==> config.mk <==
export PLATFORM = sky130hd
export DESIGN_NAME = zet_rep_sequencer
export DESIGN_NICKNAME = d
export VERILOG_FILES = /design/src/rtl/zet_rep_sequencer.sv
export SDC_FILE = /design/constraint.sdc
export NUM_CORES = 1
export LEC_CHECK = 0
export ABC_AREA = 0
export BUFFER_PORTS_ARGS = -buffer_cell sky130_fd_sc_hd__buf_2
export CAP_MARGIN = 0
export CORE_UTILIZATION = 39
export CTS_BUF_LIST = sky130_fd_sc_hd__clkbuf_8
export DETAILED_ROUTE_END_ITERATION = 16
export GPL_ROUTABILITY_DRIVEN = 0
export PLACE_DENSITY = 0.79
export SYNTH_ARGS = -nofsm -noshare
export SYNTH_HDL_FRONTEND = slang
export SYNTH_SLANG_ARGS = --single-unit
==> constraint.sdc <==
create_clock -name clk -period 1.47 [get_ports clk]
set_input_delay 0.147 -clock clk [delete_from_list [all_inputs] [get_ports clk]]
set_output_delay 0.147 -clock clk [all_outputs]
set_load 0.005 [all_outputs]
==> src/rtl/zet_rep_sequencer.sv <==
`default_nettype none
// +----------------------------------------------------------------------------+
// | Module      : zet_rep_sequencer                                            |
// | Description : REP/REPZ/REPNZ string-instruction iteration sequencer:       |
// |               prefix capture, per-pass issue, CX decrement, exit decision. |
// | Revision    : 1.0 - initial release                                        |
// +----------------------------------------------------------------------------+
module zet_rep_sequencer #(
   parameter int CX_W = 16
) (
   input  logic            clk,
   input  logic            rst,
   input  logic            pfx_valid,
   input  logic [7:0]      pfx_byte,
   input  logic            op_start,
   input  logic [7:0]      opcode,
   input  logic [CX_W-1:0] cx_in,
   input  logic            iter_done,
   input  logic            zf,
   input  logic            ext_int,
   input  logic            flush,
   output logic [1:0]      prefix,
   output logic            iter_go,
   output logic [CX_W-1:0] cx_out,
   output logic            cx_we,
   output logic            op_done,
   output logic            int_yield,
   output logic            busy
);

   localparam logic [2:0] c_st_idle  = 3'd0;
   localparam logic [2:0] c_st_issue = 3'd1;
   localparam logic [2:0] c_st_wait  = 3'd2;
   localparam logic [2:0] c_st_yield = 3'd3;
   localparam logic [2:0] c_st_done  = 3'd4;

   logic [2:0]      r_state, w_state_nxt;
   logic [1:0]      r_prefix, w_prefix_nxt;
   logic            r_rep, w_rep_nxt;
   logic            r_cmp_sca, w_cmp_sca_nxt;
   logic [1:0]      w_pfx_cur;
   logic            w_is_string;
   logic            w_exit_z;
   logic [CX_W-1:0] w_cx_dec;
   logic            w_unused_op0;

   assign w_unused_op0 = opcode[0];
   assign w_cx_dec     = cx_in - CX_W'(1);
   // REPZ (F3) stops on ZF clear, REPNZ (F2) on ZF set; only CMPS/SCAS look at ZF
   assign w_exit_z     = r_cmp_sca & (r_prefix[0] ? ~zf : zf);
   assign prefix       = r_prefix;
   assign busy         = (r_state != c_st_idle);

   // Prefix as seen this cycle, so a prefix arriving with the opcode still counts
   always_comb begin
      w_pfx_cur = r_prefix;
      if (pfx_valid) begin
         if (pfx_byte == 8'hF3)
            w_pfx_cur = 2'b11;
         else if (pfx_byte == 8'hF2)
            w_pfx_cur = 2'b10;
      end
   end

   always_comb begin
      case (opcode[7:1])
         7'h52, 7'h53, 7'h55, 7'h56, 7'h57, 7'h36, 7'h37: w_is_string = 1'b1;
         default:                                         w_is_string = 1'b0;
      endcase
   end

   always_comb begin
      w_state_nxt   = r_state;
      w_prefix_nxt  = r_prefix;
      w_rep_nxt     = r_rep;
      w_cmp_sca_nxt = r_cmp_sca;
      iter_go       = 1'b0;
      cx_we         = 1'b0;
      cx_out        = '0;
      op_done       = 1'b0;
      int_yield     = 1'b0;
      if (flush) begin
         w_state_nxt  = c_st_idle;
         w_prefix_nxt = 2'b00;
         w_rep_nxt    = 1'b0;
      end else begin
         case (r_state)
            c_st_idle: begin
               w_prefix_nxt = w_pfx_cur;
               if (op_start) begin
                  w_cmp_sca_nxt = opcode[7] & opcode[2] & opcode[1];
                  w_rep_nxt     = w_pfx_cur[1] & w_is_string;
                  if (w_pfx_cur[1] && w_is_string && (cx_in == '0))
                     w_state_nxt = c_st_done;
                  else
                     w_state_nxt = c_st_issue;
               end
            end
            c_st_issue: begin
               iter_go     = 1'b1;
               w_state_nxt = c_st_wait;
            end
            c_st_wait: begin
               if (iter_done) begin
                  if (!r_rep) begin
                     w_state_nxt = c_st_done;
                  end else begin
                     cx_we  = 1'b1;
                     cx_out = w_cx_dec;
                     if ((w_cx_dec == '0) || w_exit_z)
                        w_state_nxt = c_st_done;
                     else if (ext_int)
                        w_state_nxt = c_st_yield;
                     else
                        w_state_nxt = c_st_issue;
                  end
               end
            end
            c_st_yield: begin
               int_yield    = 1'b1;
               w_prefix_nxt = 2'b00;
               w_state_nxt  = c_st_idle;
            end
            c_st_done: begin
               op_done      = 1'b1;
               w_prefix_nxt = 2'b00;
               w_state_nxt  = c_st_idle;
            end
            default: begin
               w_state_nxt  = c_st_idle;
               w_prefix_nxt = 2'b00;
            end
         endcase
      end
   end

   always_ff @(posedge clk or posedge rst) begin
      if (rst) begin
         r_state   <= c_st_idle;
         r_prefix  <= 2'b00;
         r_rep     <= 1'b0;
         r_cmp_sca <= 1'b0;
      end else begin
         r_state   <= w_state_nxt;
         r_prefix  <= w_prefix_nxt;
         r_rep     <= w_rep_nxt;
         r_cmp_sca <= w_cmp_sca_nxt;
      end
   end

endmodule
`default_nettype wire

; Yosys cells after proc, flatten, opt, wreduce, memory -nomap -nowiden
; Cells that the tools add are included.
[op_classes]
addsub = 1
n_eq_ne = 18
mux = 32
n_bitwise = 6
reduce_logical = 15
[ops]
columns = op, count
row1 = two-way mux 16 bit, 4
row2 = "equality test 7 bit, second input constant", 5
row3 = zero test 16 bit, 2
row4 = two-way mux 3 bit, 6
row5 = "equality test 8 bit, second input constant", 2
row6 = "subtractor 16 x 1 -> 16 bit, second input constant", 1
row7 = two-way mux 1 bit, 15
row8 = "equality test 7 x 6 -> 1 bit, second input constant", 2
row9 = two-way mux 2 bit, 5
row10 = "inequality test 3 bit, second input constant", 3
row11 = case mux 3 bit (3 select lines), 1
row12 = OR reduction 7 bit, 1
row13 = "equality test 3 x 2 -> 1 bit, second input constant", 2
row14 = AND reduction 3 bit, 2
row15 = AND 1 bit, 4
row16 = "inequality test 4 bit, second input constant", 1
row17 = case mux 2 bit (2 select lines), 1
row18 = AND reduction 2 bit, 2
row19 = nonzero test 2 bit, 2
row20 = "equality test 3 x 1 -> 1 bit, second input constant", 1
row21 = "equality test 3 bit, second input constant", 1
row22 = zero test 3 bit, 1
row23 = nonzero test 3 bit, 1
row24 = logical AND 1 bit, 2
row25 = other kinds (4), 5
[totals]
reg_bits = 7
in_bits = 40
out_inout_bits = 23
elab_cells = 77

; Longest topological paths before layout
[depth]
ltp_word = 10
mapped_depth = 7
depth_no_buf = 7

; Least setup slack after synthesis
; OpenSTA, ideal clock, no wires.
[synth_path]
kind = input to register
start = in cx_in[1]
end = reg r_state[1]
setup_ns = 0.126
arrival_ns = 1.509
setup_slack_ns = -0.165
path_stages = 7
path_cell_list = inv_1 -> ha_1 -> nor3b_4 -> nand4_1 -> xor2_1 -> a31oi_2 -> a311o_1
[synth_between]
elab_chain_len = 8
[synth_rtl]
columns = element, line
row1 = "start, declared", 17  ; input logic [CX_W-1:0] cx_in,
row2 = subtractor 16 x 1 -> 16 bit, 48  ; assign w_cx_dec = cx_in - CX_W'(1);
row3 = zero test 16 bit, 110  ; if ((w_cx_dec == '0) || w_exit_z)
row4 = logical OR 1 bit, 110
row5 = two-way mux 3 bit, 110
row6 = two-way mux 3 bit, 105  ; if (!r_rep) begin
row7 = two-way mux 3 bit, 104  ; if (iter_done) begin
row8 = case mux 3 bit (3 select lines), 87  ; case (r_state)
row9 = two-way mux 3 bit, 82  ; if (flush) begin
row10 = "end signal, assigned", 139  ; r_state <= c_st_idle;
row11 = "end signal, assigned", 144  ; r_state <= w_state_nxt;
row12 = "end, declared", 37  ; logic [2:0] r_state, w_state_nxt;
; Every way passes these cells. The select of a mux whose other input is x is not followed.
; A chain may end at the register's enable or synchronous reset.

; Worst setup path in the final report
[layout_path]
start = in cx_in[1]
end = out cx_out[13]
[layout_between]
elab_chain_len = 5
[layout_rtl]
columns = element, line
row1 = subtractor 16 x 1 -> 16 bit, 48
row2 = two-way mux 16 bit, 105
row3 = two-way mux 16 bit, 104
row4 = two-way mux 16 bit, 87
row5 = two-way mux 16 bit, 82
row6 = "end, declared", 24  ; output logic [CX_W-1:0] cx_out,
; Every way passes these cells.

==> run_results.csv <==
group,metric,value,unit
clock_tree,cts_tree,"yes",
sta,worst_slack,-165,ps
routing,drt-total-wl,3160,um
setup_path,reg2reg_setup_slack,110,ps
pwr,power_leakage,0.853,nW
clock_tree,numCtsBuffers,3,
floorplanning,core_area,2230,um2
setup_path,path_common_cell,"buf_6",
floorplanning,fp-row-count,17,
yosys,synthTopCellsByCount,"23 x nor2_1, 16 x nand2_1, 8 x xor2_1",
final_layout,fill_cells,166,
sta,rsz0062_at_grt,"true",
sta,fin_crit,1630,ps
yosys,synthCells,126,
routing,route.detailed.drc,0,
global_routing,grt_usage,25.3,%
sta,drv_slew,0,
pwr,peakVddDrop,0.000465,V
yosys,seq_area_frac_synth,18.7,%
setup_path,cpPeakStageDelay,330,ps
clock_tree,cts_buffer_depth,2,
floorplanning,die-area,2600,um2
floorplanning,die_x,51.0,um
routing,viasPerCell,5.27,
clock_tree,clk_latency,230,ps
global_routing,antenna_found_initial,0,
sta,setup-violations-final,17,
yosys,post_synth_num_cell_types,41,
setup_path,crit_fanout,5,
routing,wire_per_inst,12.9,um
global_routing,grt-ovfl-total,0,
setup_path,worst-r2r-cell-count,6,
setup_path,r2r_start,"r_state[2]$_DFFE_PP0P_",
setup_path,cp-start-kind,"input port",
run_status,status,"finished, violations left",
setup_path,cp-end-kind,"output pin",
yosys,synth-seq-cells,7,
setup_path,cpLargestDelayFamily,"simple AND/OR/NAND/NOR gates",
final_layout,num-nets-final,260,
placement,place_area,1490,um2
final_layout,antenna_cells,0,
run,maxCapViolations,0,
global_routing,grt_pass1_wl,5060,um
yosys,netlist.area_leader.share,18.7,%
final_layout,multi_input_area,827,um2
hold_path,hold_path_end,"r_state[1]$_DFFE_PP0P_",
yosys,synthFlopType,"dfrtp_1",
clock_tree,clk_pin_slew,40,ps
routing,drt_iter0_markers,28,
yosys,yosysWarningCount,0,
placement,post-place-ws,-260,ps
floorplanning,initial_core_util,42.0,%
yosys,synth_area_per_cell,7.44,um2
global_routing,grt_max_degree,18,
hold_path,hold_depth,2,
routing,dr.pass1.iters,4,
clock_tree,clock_sinks,7,
hold_path,holdCritPathClass,"in -> reg",
yosys,synth_fp_nets,168,
setup_path,cp.arrival,1490,ps
sta,relSlewSlack,75.6,%
floorplanning,die_y,51.0,um
sta,fin_setup_tns,-2090,ps
final_layout,area_growth,78.9,%
sta,fin_skew,3.41,ps
yosys,async_flop_share,100,%
setup_path,crit_chain,"buf_6 > buf_6 > nor4_4 > buf_4 > and3_4 > nand3b_1 > xor2_1 > nor2_1 > buf_2",
yosys,yosys-top-cells-area,"dfrtp_1 19%, nor2_1 9.2%, xor2_1 7.5%",
clock_tree,htree_levels,1,
setup_path,cp.required,1320,ps
sta,worstMarginPinSlew,363,ps
setup_path,path_class,"in -> out",
hold_path,hold_start,"ext_int",
sta,hold_slack,198,ps
final_layout,final-seq-area,175,um2
clock_tree,cts-root-buf,"clkbuf_8",
sta,hold_violations,0,
setup_path,critPathBufInv,4,
routing,vias,1292,
yosys,yosys.cell_count.top_type,"nor2_1",
setup_path,crit_path_top_delay_cell,"nor4_4",
final_layout,drive_above_1_share,57.6,%
global_routing,grt_pass1_vias,1324,
sta,max_clock_freq,612,MHz
pwr,power_density,439,nW/um2
setup_path,rr_endpoint,"r_cmp_sca$_DFFE_PP0P_",
yosys,yosysTopAreaCell,"dfrtp_1",
placement,numPortBuffers,61,
sta,period_share,111,%
yosys,synth-edff-count,0,
yosys,syn_area,937,um2
run_status,violations,"setup timing",
routing,ant_nets,0,
final_layout,final_area,1680,um2
floorplanning,ios,63,
placement,place_hpwl,2570,um
[what timing repair did]
action / 4_1_cts / 5_1_grt
setup endpoints to repair: 20 / 23
buffers inserted: 1 / 1
resized for setup: 7 / 22
pin swaps: 3 / 11
hold endpoints to repair: 7 / 0
hold buffers: 1 / 0
[routing by layer]
| metal | vias up | track usage (%) | wire (um) |
|---|---|---|---|
| met5 | - | 0 | 0 |
| li1 | 628 | - | - |
| met1 | 595 | 24.1 | 1250 |
| met3 | 8 | 5.36 | 175 |
| met4 | 0 | 12.0 | 85 |
| met2 | 61 | 50.0 | 1650 |
[report_power, final]
part / internal (mW) / switching (mW) / leakage, nW
combinational: 0.131 / 0.130 / 0.730
sequential: 0.200 / 0.00729 / 0.0961
clock: 0.181 / 0.0856 / 0.0269
[worst max path at each step]
stage / end / slack (ps) / cells past startpoint / from
final: cx_out[13] / -160 / 9 / cx_in[1]
after floorplan: r_state[1]$_DFFE_PP0P_ / -40 / 7 / cx_in[0]
after CTS: cx_out[6] / -160 / 5 / r_state[0]$_DFFE_PP0P_
after global routing: cx_out[10] / -240 / 5 / r_state[0]$_DFFE_PP0P_
after detailed placement: r_state[1]$_DFFE_PP0P_ / -260 / 8 / cx_in[0]
after global placement: r_state[1]$_DFFE_PP0P_ / -170 / 8 / cx_in[0]
[placed cells by master (no fill, tap or decap), types with 2 or more instances in the layout]
cell type and n:
and3b_1 2, or3_1 2, nand3_2 2, nand2_1 15, and3_1 2, buf_2 58, buf_6 4, a21oi_2 4
nand4_1 4, nor2_1 13, o21ai_0 4, xor2_1 8, xnor2_1 5, nor2_2 9, clkbuf_8 3, nor3_1 3
dfrtp_1 7, nor3_2 3, buf_4 27, nor2b_1 3, inv_1 7
[through the flow]
| stage | power, mW | cells | util [%] |
|---|---|---|---|
| after floorplan | 0.303 | 126 | - |
| after global placement | 0.425 | 238 | 66.5 |
| after detailed placement | 0.441 | 238 | 66.5 |
| after CTS | 0.716 | 244 | 70.6 |
| after global routing | 0.781 | 245 | 75.1 |
| final | 0.736 | 245 | 75.1 |
[state kept, by name, indices dropped and copies added, names as in the netlist]
register   count
prefix         2
r_rep          1
r_cmp_sca      1
r_state        3
[layout make-up]
class	count	share of cell area (%)
Multi-Input combinational cell	108	49.3
Timing Repair Buffer	91	33.9
Sequential cell	7	10.4
Clock buffer	3	2.46
Tap cell	28	2.09
Inverter	7	1.57
Clock inverter	1	0.224
[logic make-up (layout without fill, tap and decap cells)]
logic type      after synthesis  in the layout  synth area share (%)
flops                         7              7                  18.7
mux                           1              1                  1.07
simple gates                 74             74                  44.3
fa+ha+maj                     2              2                  2.67
buf+inv                      11            102                  6.41
xor+xnor                     13             13                  12.1
compound gates               18             18                  14.7
No activity file was read; power rests on OpenSTA's default activity.
